[config.mk]
export PLATFORM = sky130hd
export DESIGN_NAME = muldiv_unit
export DESIGN_NICKNAME = d
export VERILOG_FILES = /design/src/rtl/muldiv_unit.sv
export SDC_FILE = /design/constraint.sdc
export NUM_CORES = 1
export LEC_CHECK = 0
export CAP_MARGIN = 30
export CORE_MARGIN = 2
export CORE_UTILIZATION = 55
export DETAILED_ROUTE_END_ITERATION = 10
export MAX_ROUTING_LAYER = met4
export PLACE_DENSITY_LB_ADDON = 0.12
export SLEW_MARGIN = 20
export SYNTH_ARGS = -nofsm -noshare
export SYNTH_HDL_FRONTEND = slang
export SYNTH_SLANG_ARGS = --single-unit
[constraint.sdc]
create_clock -name clk -period 6.6 [get_ports clk]
set_clock_uncertainty 0.15 [all_clocks]
set_input_delay 1.32 -clock clk [delete_from_list [all_inputs] [get_ports clk]]
set_output_delay 1.32 -clock clk [all_outputs]
set_load 0.02 [all_outputs]
[src/rtl/muldiv_unit.sv]
// Iterative RV32M-style multiply/divide unit: one shift-add or restoring-divide
// step per cycle, with single-cycle fast paths for divide-by-zero and signed overflow.
//
// state  | meaning
// IDLE   | waiting for Start
// RUN    | DATA_WIDTH iteration steps in progress (Busy high)
// DONE   | Result valid for one cycle (Done high), Start may be accepted again
module muldiv_unit #(
  parameter int DATA_WIDTH = 32
) (
  input  logic                  clk,
  input  logic                  rst_n,
  input  logic                  Start,
  input  logic [2:0]            MDControl,
  input  logic [DATA_WIDTH-1:0] SrcA,
  input  logic [DATA_WIDTH-1:0] SrcB,
  output logic                  Busy,
  output logic                  Done,
  output logic [DATA_WIDTH-1:0] Result
);

  localparam int W  = DATA_WIDTH;
  localparam int CW = $clog2(W) + 1;
  localparam logic [CW-1:0] LAST = CW'(W - 1);
  localparam logic [W-1:0] MOST_NEG = {1'b1, {(W-1){1'b0}}};

  typedef enum logic [1:0] {S_IDLE, S_RUN, S_DONE} state_t;

  state_t          r_state, w_state_nxt;
  logic [CW-1:0]   r_cnt;
  logic [2:0]      r_op;
  logic            r_neg;
  logic [W-1:0]    r_hi, r_lo, r_b;
  logic [W-1:0]    r_result;

  logic            w_accept, w_fast, w_sa, w_sb, w_a_neg, w_b_neg, w_neg;
  logic            w_div_zero, w_div_ovf;
  logic [W-1:0]    w_a_mag, w_b_mag, w_fast_res;
  logic [W:0]      w_sum, w_sh, w_diff;
  logic [W-1:0]    w_hi_nxt, w_lo_nxt, w_quo, w_rem, w_run_res;
  logic [2*W-1:0]  w_prod, w_prod_s;

  // Operand decode at accept time
  always_comb begin
    w_sa       = (MDControl == 3'b001) || (MDControl == 3'b010) ||
                 (MDControl == 3'b100) || (MDControl == 3'b110);
    w_sb       = (MDControl == 3'b001) || (MDControl == 3'b100) || (MDControl == 3'b110);
    w_a_neg    = w_sa & SrcA[W-1];
    w_b_neg    = w_sb & SrcB[W-1];
    w_a_mag    = w_a_neg ? -SrcA : SrcA;
    w_b_mag    = w_b_neg ? -SrcB : SrcB;
    w_neg      = (MDControl[2] & MDControl[1]) ? w_a_neg : (w_a_neg ^ w_b_neg);
    w_div_zero = MDControl[2] && (SrcB == '0);
    w_div_ovf  = MDControl[2] && !MDControl[0] && (SrcA == MOST_NEG) && (SrcB == '1);
    w_fast     = w_div_zero || w_div_ovf;
    if (w_div_zero) w_fast_res = MDControl[1] ? SrcA : '1;
    else            w_fast_res = MDControl[1] ? '0 : MOST_NEG;
  end

  // One iteration step; r_hi/r_lo hold product halves or remainder/quotient
  always_comb begin
    w_sum  = {1'b0, r_hi} + (r_lo[0] ? {1'b0, r_b} : '0);
    w_sh   = {r_hi, r_lo[W-1]};
    w_diff = w_sh - {1'b0, r_b};
    if (!r_op[2]) begin
      w_hi_nxt = w_sum[W:1];
      w_lo_nxt = {w_sum[0], r_lo[W-1:1]};
    end else if (!w_diff[W]) begin
      w_hi_nxt = w_diff[W-1:0];
      w_lo_nxt = {r_lo[W-2:0], 1'b1};
    end else begin
      w_hi_nxt = w_sh[W-1:0];
      w_lo_nxt = {r_lo[W-2:0], 1'b0};
    end
  end

  always_comb begin
    w_prod   = {w_hi_nxt, w_lo_nxt};
    w_prod_s = r_neg ? -w_prod : w_prod;
    w_quo    = r_neg ? -w_lo_nxt : w_lo_nxt;
    w_rem    = r_neg ? -w_hi_nxt : w_hi_nxt;
    if (r_op[2])              w_run_res = r_op[1] ? w_rem : w_quo;
    else if (r_op[1:0] == 2'b00) w_run_res = w_prod_s[W-1:0];
    else                      w_run_res = w_prod_s[2*W-1:W];
  end

  always_comb begin
    w_state_nxt = r_state;
    w_accept    = 1'b0;
    Busy        = 1'b0;
    Done        = 1'b0;
    case (r_state)
      S_IDLE, S_DONE: begin
        Done = (r_state == S_DONE);
        if (Start) begin
          w_accept    = 1'b1;
          w_state_nxt = w_fast ? S_DONE : S_RUN;
        end else begin
          w_state_nxt = S_IDLE;
        end
      end
      S_RUN: begin
        Busy = 1'b1;
        if (r_cnt == LAST) w_state_nxt = S_DONE;
      end
      default: w_state_nxt = S_IDLE;
    endcase
  end

  always_ff @(posedge clk or negedge rst_n) begin
    if (!rst_n) begin
      r_state  <= S_IDLE;
      r_cnt    <= '0;
      r_op     <= '0;
      r_neg    <= 1'b0;
      r_hi     <= '0;
      r_lo     <= '0;
      r_b      <= '0;
      r_result <= '0;
    end else begin
      r_state <= w_state_nxt;
      if (w_accept) begin
        r_op  <= MDControl;
        r_neg <= w_neg;
        r_hi  <= '0;
        r_lo  <= w_a_mag;
        r_b   <= w_b_mag;
        r_cnt <= '0;
        if (w_fast) r_result <= w_fast_res;
      end else if (r_state == S_RUN) begin
        r_hi  <= w_hi_nxt;
        r_lo  <= w_lo_nxt;
        r_cnt <= r_cnt + 1'b1;
        if (r_cnt == LAST) r_result <= w_run_res;
      end
    end
  end

  assign Result = r_result;

endmodule

# --- Word-level counts from Yosys, hierarchy flattened ---
# Cells that the tools add are included.
totals:
  reg_bits: 140
  input_bits: 70
  output_inout_bits: 34
  elab_cells: 84
op_classes:
  add_sub_neg: 8
  n_eq_ne: 11
  n_mux: 35
  bitwise_logic: 4
  n_reduce_logical: 18
ops:
  columns: ["cell", "n"]
  rows:
  - ["$mux W32", 22]
  - ["$neg A32 Y32", 4]
  - ["$eq A32 B32 Y1 const B", 2]
  - ["$mux W64", 1]
  - ["$neg A64 Y64", 1]
  - ["$add A32 B32 Y33", 1]
  - ["$sub A33 B32 Y33", 1]
  - ["$logic_not A32 Y1", 1]
  - ["$mux W6", 2]
  - ["$add A6 B1 Y6 const B", 1]
  - ["$eq A3 B3 Y1 const B", 2]
  - ["$eq A6 B5 Y1 const B", 1]
  - ["$logic_or A1 B1 Y1", 6]
  - ["$mux W1", 6]
  - ["$mux W2", 3]
  - ["$logic_and A1 B1 Y1", 4]
  - ["$logic_not A2 Y1", 2]
  - ["$pmux W2 S2", 1]
  - ["$reduce_bool A2 Y1", 2]
  - ["$and A1 B1 Y1", 3]
  - ["$eq A3 B1 Y1 const B", 1]
  - ["$eq A3 B2 Y1 const B", 1]
  - ["$reduce_and A3 Y1", 1]
  - ["$eq A2 B1 Y1 const B", 1]
  - ["6 further kinds", 6]

# --- Longest topological paths before layout ---
logic_depth:
  word_depth: 10
  mapped_depth: 24

# --- Worst setup path before layout ---
# Ideal clock, no wire load.
synth_timing:
  kind: "reg2reg"
  startpoint: "register r_lo[31]"
  endpoint: "register r_result[20], in the netlist Result[20]"
  t_arrival_ns: 4.787
  required_ns: 6.313
  path_slack_ns: 1.526
  stages_incl_launch_ff: 23
  n_path_buf: 2
  synth_period_minus_slack_ns: 5.074
  path_cell_list: "dfrtp_1 > inv_1 > ha_1 > inv_1 > fa_1 > a211o_1 > and3_4 > o2111ai_4 > a21boi_2 > nor3_2 > buf_4 > o31ai_1 > inv_1 > ha_1 > nand3_1 > or3_1 > or2_2 > or3_1 > clkbuf_1 > o41ai_1 > xnor2_1 > a221oi_1 > a21oi_1"
synth_between:
  elab_chain_cells: 10
  elab_cells_between_ends: 17
  cone_classes: "4 x add/sub; 13 x mux"
synth_lines:
  columns: ["item", "line", "text"]
  rows:
  - ["start: declaration", "33", "logic [W-1:0] r_hi, r_lo, r_b;"]
  - ["start signal: assignment", "126", "r_lo <= w_a_mag;"]
  - ["start signal: assignment", "132", "r_lo <= w_lo_nxt;"]
  - ["$sub A33 B32 Y33", "64", "w_diff = w_sh - {1'b0, r_b};"]
  - ["$mux W1 / $mux W32 (equally long branches)", "68", "end else if (!w_diff[W]) begin"]
  - ["$mux W32", "65", "if (!r_op[2]) begin"]
  - ["$neg A64 Y64, or another cell as far along", "79", "w_prod_s = r_neg ? -w_prod : w_prod;"]
  - ["$mux W64, or another cell as far along", "79", null]
  - ["$mux W32 (on tied branches)", "83, 82", null]
  - ["$mux W32 *", "82", "if (r_op[2]) w_run_res = r_op[1] ? w_rem : w_quo;"]
  - ["$mux W32 *", "134", "if (r_cnt == LAST) r_result <= w_run_res;"]
  - ["$mux W32 *", "130", "end else if (r_state == S_RUN) begin"]
  - ["$mux W32 *", "122", "if (w_accept) begin"]
  - ["end signal: assignment", "129", "if (w_fast) r_result <= w_fast_res;"]
  - ["end signal: assignment", "134", null]
  - ["end: declaration", "34", "logic [W-1:0] r_result;"]
# Every way passes the cells marked *; elsewhere a longest branch is shown, timed or not. The select of a mux whose other input is x is not followed.
# A chain may end at the register's enable or synchronous reset.

# --- Worst setup path after layout ---
layout_timing:
  startpoint: "register r_lo[0]"
  endpoint: "register r_result[29], in the netlist Result[29]"
layout_between:
  elab_chain_cells: 10
  elab_cells_between_ends: 16
  cone_classes: "4 x add/sub; 12 x mux"
layout_lines:
  columns: ["item", "line", "text"]
  rows:
  - ["$mux W32", "62", "w_sum = {1'b0, r_hi} + (r_lo[0] ? {1'b0, r_b} : '0);"]
  - ["$add A32 B32 Y33", "62", null]
  - ["$mux W32", "65", null]
  - ["$neg A64 Y64 / $neg A32 Y32 (equally long branches)", "79, 81", null]
  - ["$mux W64 / $mux W32 (equally long branches)", "79, 81", null]
  - ["$mux W32 (on tied branches)", "83, 82", null]
  - ["$mux W32 *", "82", null]
  - ["$mux W32 *", "134", null]
  - ["$mux W32 *", "130", null]
  - ["$mux W32 *", "122", null]
# Marked as above.

==> out/qor.yml <==
grt_pass1_wl_mm: 89.90
viasPerCell: 6.802
start_util: 0.5579
critPathBufInv: 0
mappedNetlistArea_sq_um: 15500
rsz0062_at_grt: "no"
cts.htree.levels: 4
crit_type: "flop to flop"
maxCapViolCount: 0
hpwl_mm: 45.11
clock_sinks: 140
cts-root-buf: "clkbuf_16"
post_cts_buffers: 0
grt_max_degree: 95
hold_buffers: 0
yosysSeqAreaShare: 0.2260
nets: 2254
vias: 17030
setup_viol: 0
tightest_slew_ps: 957.8
grt_pass1_vias: 15450
cp-end-kind: "flop"
synth-edff-count: 0
status: "complete, no violations"
wl_per_cell_um: 23.42
hold_viol: 0
synth_top_area_share: 0.2260
die-area_sq_um: 29540
ys.flop_type: "dfrtp_1"
worstPathArrival_ps: 6480
drt-total-wl_mm: 58.63
first_iter_violations: 2204
yosys.area.top_type: "dfrtp_1"
drt_pass1_iterations: 6
clockBufferDepth: 2
max_stage_delay_ps: 700
drc_errors: 0
drv_slew: 0
cp.required_ps: 6770
syn_nets: 2213
n_fill_cell: 2523
grt_overflow: 0
ys_ff_latch: 140
clkTransAtPathRegs_ps: 70
crit_path_cell_trace: "and2_1 > ha_1 > a211oi_1 > o211ai_1 > a221oi_2 > a21oi_1 > a221oi_1 > xor2_1 > a2bb2oi_1 > a2111oi_1 > nand3_1 > o31ai_1 > xor2_1 > a2111oi_0 > a21oi_1"
die_w_um: 171.9
hold_path.class: "flop to flop"
rows: 61
gp_congestion: 1.058
die_y_um: 171.9
fin_setup_tns_ps: 0
numCtsBuffers: 17
async_flop_share: 1.000
yosysWarnings: 0
synthDistinctLibCells: 96
boundaryPins: 104
insertion_delay_ps: 460
drive_gt1_frac: 0.06494
fmax_ghz: 0.1585
diodes: 0
ant_nets: 0
crit_slowest_cell: "a2111oi_1"
port_buffers: 103
antenna_found_initial: 0
cp-start-kind: "flop"
syn-instance-count: 2071
crit_family: "compound AO/OA/AOI/OAI gates"
path_max_fanout: 18
syn2layout_area_growth_pct: 12.69
maxSlewHeadroom: 0.3547
synth_area_leaders: "dfrtp_1 23%, o21ai_0 6.5%, nand2_1 5.8%"
ctsResizeCount: 0
cts_tree: "done"
post_synth.cell_area_avg_sq_um: 7.484
min_period_ps: 6310
grt_usage: 0.4089
fin_crit_sh: 0.9561
fp.coreArea_sq_um: 27780
## cells in the mapped netlist, types with 7 or more instances
cell,n
buf_2,17
dfrtp_1,140
nor2b_1,25
xnor2_1,96
o41ai_1,12
ha_1,70
o22ai_1,12
o31ai_1,24
o221ai_1,17
o211ai_1,51
or2_2,22
o21ai_0,201
buf_1,18
nand2_1,239
o2111ai_1,10
a31oi_1,29
nor4_1,17
nand2b_1,16
or4_1,13
or3_1,25
mux2i_1,43
a21oi_1,144
a21o_1,32
o311ai_0,7
nor3_1,60
and3_1,16
clkbuf_1,81
a221oi_1,10
inv_1,80
xor2_1,65
o211a_1,9
and2_1,44
o21bai_1,7
a22o_1,22
nand4_1,32
nor2_1,150
a211o_1,8
o21ai_1,9
a211oi_1,15
nand3_1,41
o21a_1,18
## tightest hold or removal path, cell delays in order (launching register included)
cell     delay (ps)
dfrtp_1         360
nand2_1          50
o21ai_0          60
## state kept, by name, summed over array words and instances, names as in the netlist
name	flops
r_hi	32
r_state	2
r_b	32
r_cnt	6
Result	32
r_lo	32
r_neg	1
r_op	3
## cell usage in the layout (no fill, tap or decap), drive strengths merged, types with 12 or more instances in the layout
| cell | netlist | routed |
|---|---|---|
| nor4 | 18 | 18 |
| buf | 39 | 40 |
| nand2 | 239 | 239 |
| o211ai | 51 | 51 |
| o41ai | 13 | 13 |
| o221ai | 17 | 17 |
| nor2b | 25 | 25 |
| mux2i | 43 | 43 |
| or2 | 23 | 23 |
| ha | 70 | 70 |
| nor3 | 61 | 61 |
| clkdlybuf4s50 | 0 | 102 |
| nor2 | 150 | 150 |
| dfrtp | 140 | 140 |
| o22ai | 12 | 12 |
| or4 | 14 | 14 |
| nand2b | 16 | 16 |
| and3 | 17 | 17 |
| o31ai | 26 | 26 |
| a211oi | 15 | 15 |
| o21a | 18 | 18 |
| xnor2 | 96 | 96 |
| xor2 | 65 | 65 |
| a22o | 22 | 22 |
| a21o | 32 | 32 |
| nand4 | 32 | 32 |
| or3 | 25 | 25 |
| nand3 | 42 | 42 |
| clkbuf | 81 | 19 |
| o21ai | 211 | 211 |
| inv | 81 | 84 |
| a31oi | 29 | 29 |
| and2 | 46 | 46 |
| a221oi | 12 | 12 |
| a21oi | 149 | 149 |
## kinds of logic after synthesis
group           share of synthesized area
flops                              0.2260
compound gates                     0.3115
buf+inv                           0.05198
xor+xnor                          0.09098
simple gates                       0.2283
fa+ha+maj                         0.05909
mux                               0.03213
## layout make-up
type | instances | area, sq um | area share
multi-input combinational | 1728 | 11200 | 0.6414
sequential | 140 | 3508 | 0.2009
timing repair buffer | 142 | 1325 | 0.07586
tap | 378 | 473.0 | 0.02708
clock buffer | 19 | 432.9 | 0.02479
inverter | 83 | 311.5 | 0.01784
clock inverter | 13 | 212.7 | 0.01218
## routing by layer
metal  global-route usage  share of wire  up-vias
met3              0.07050           0.11      150
li1                     -              -     7726
met5                    -              0        -
met4               0.1268          0.033        0
met2               0.5975           0.43     1067
met1               0.5776           0.43     8083
## through the flow
step                      instance area, sq um  worst slack (ps)  hold WS, ps  cells    util
after detailed placement                 16810             377.5        330.3   2470  0.6052
after global placement                   16810             490.3        334.4   2470  0.6052
after floorplan                          15500              1526        313.9   2071       -
final                                    17470             289.9        366.1   2503  0.6287
after global routing                     17470             78.32        411.7   2503  0.6287
after CTS                                17460             551.9        375.7   2502  0.6284
## path summary, 6_finish.rpt
kind                            cells past startpoint    endpoint    start  slack (ps)
worst max register to register                     15  Result[29]  r_lo[0]         290
worst min register to register                      2      r_b[4]   r_b[4]         370
min in group asynchronous                           1    r_hi[22]    rst_n         610
worst min-delay path                                2      r_b[4]   r_b[4]         370
max in group asynchronous                           2     r_op[2]    rst_n        4440
worst max-delay path                               15  Result[29]  r_lo[0]         290
Power is not shown: default switching activity piles up to over one toggle a cycle in this logic, so the estimate is an artifact.
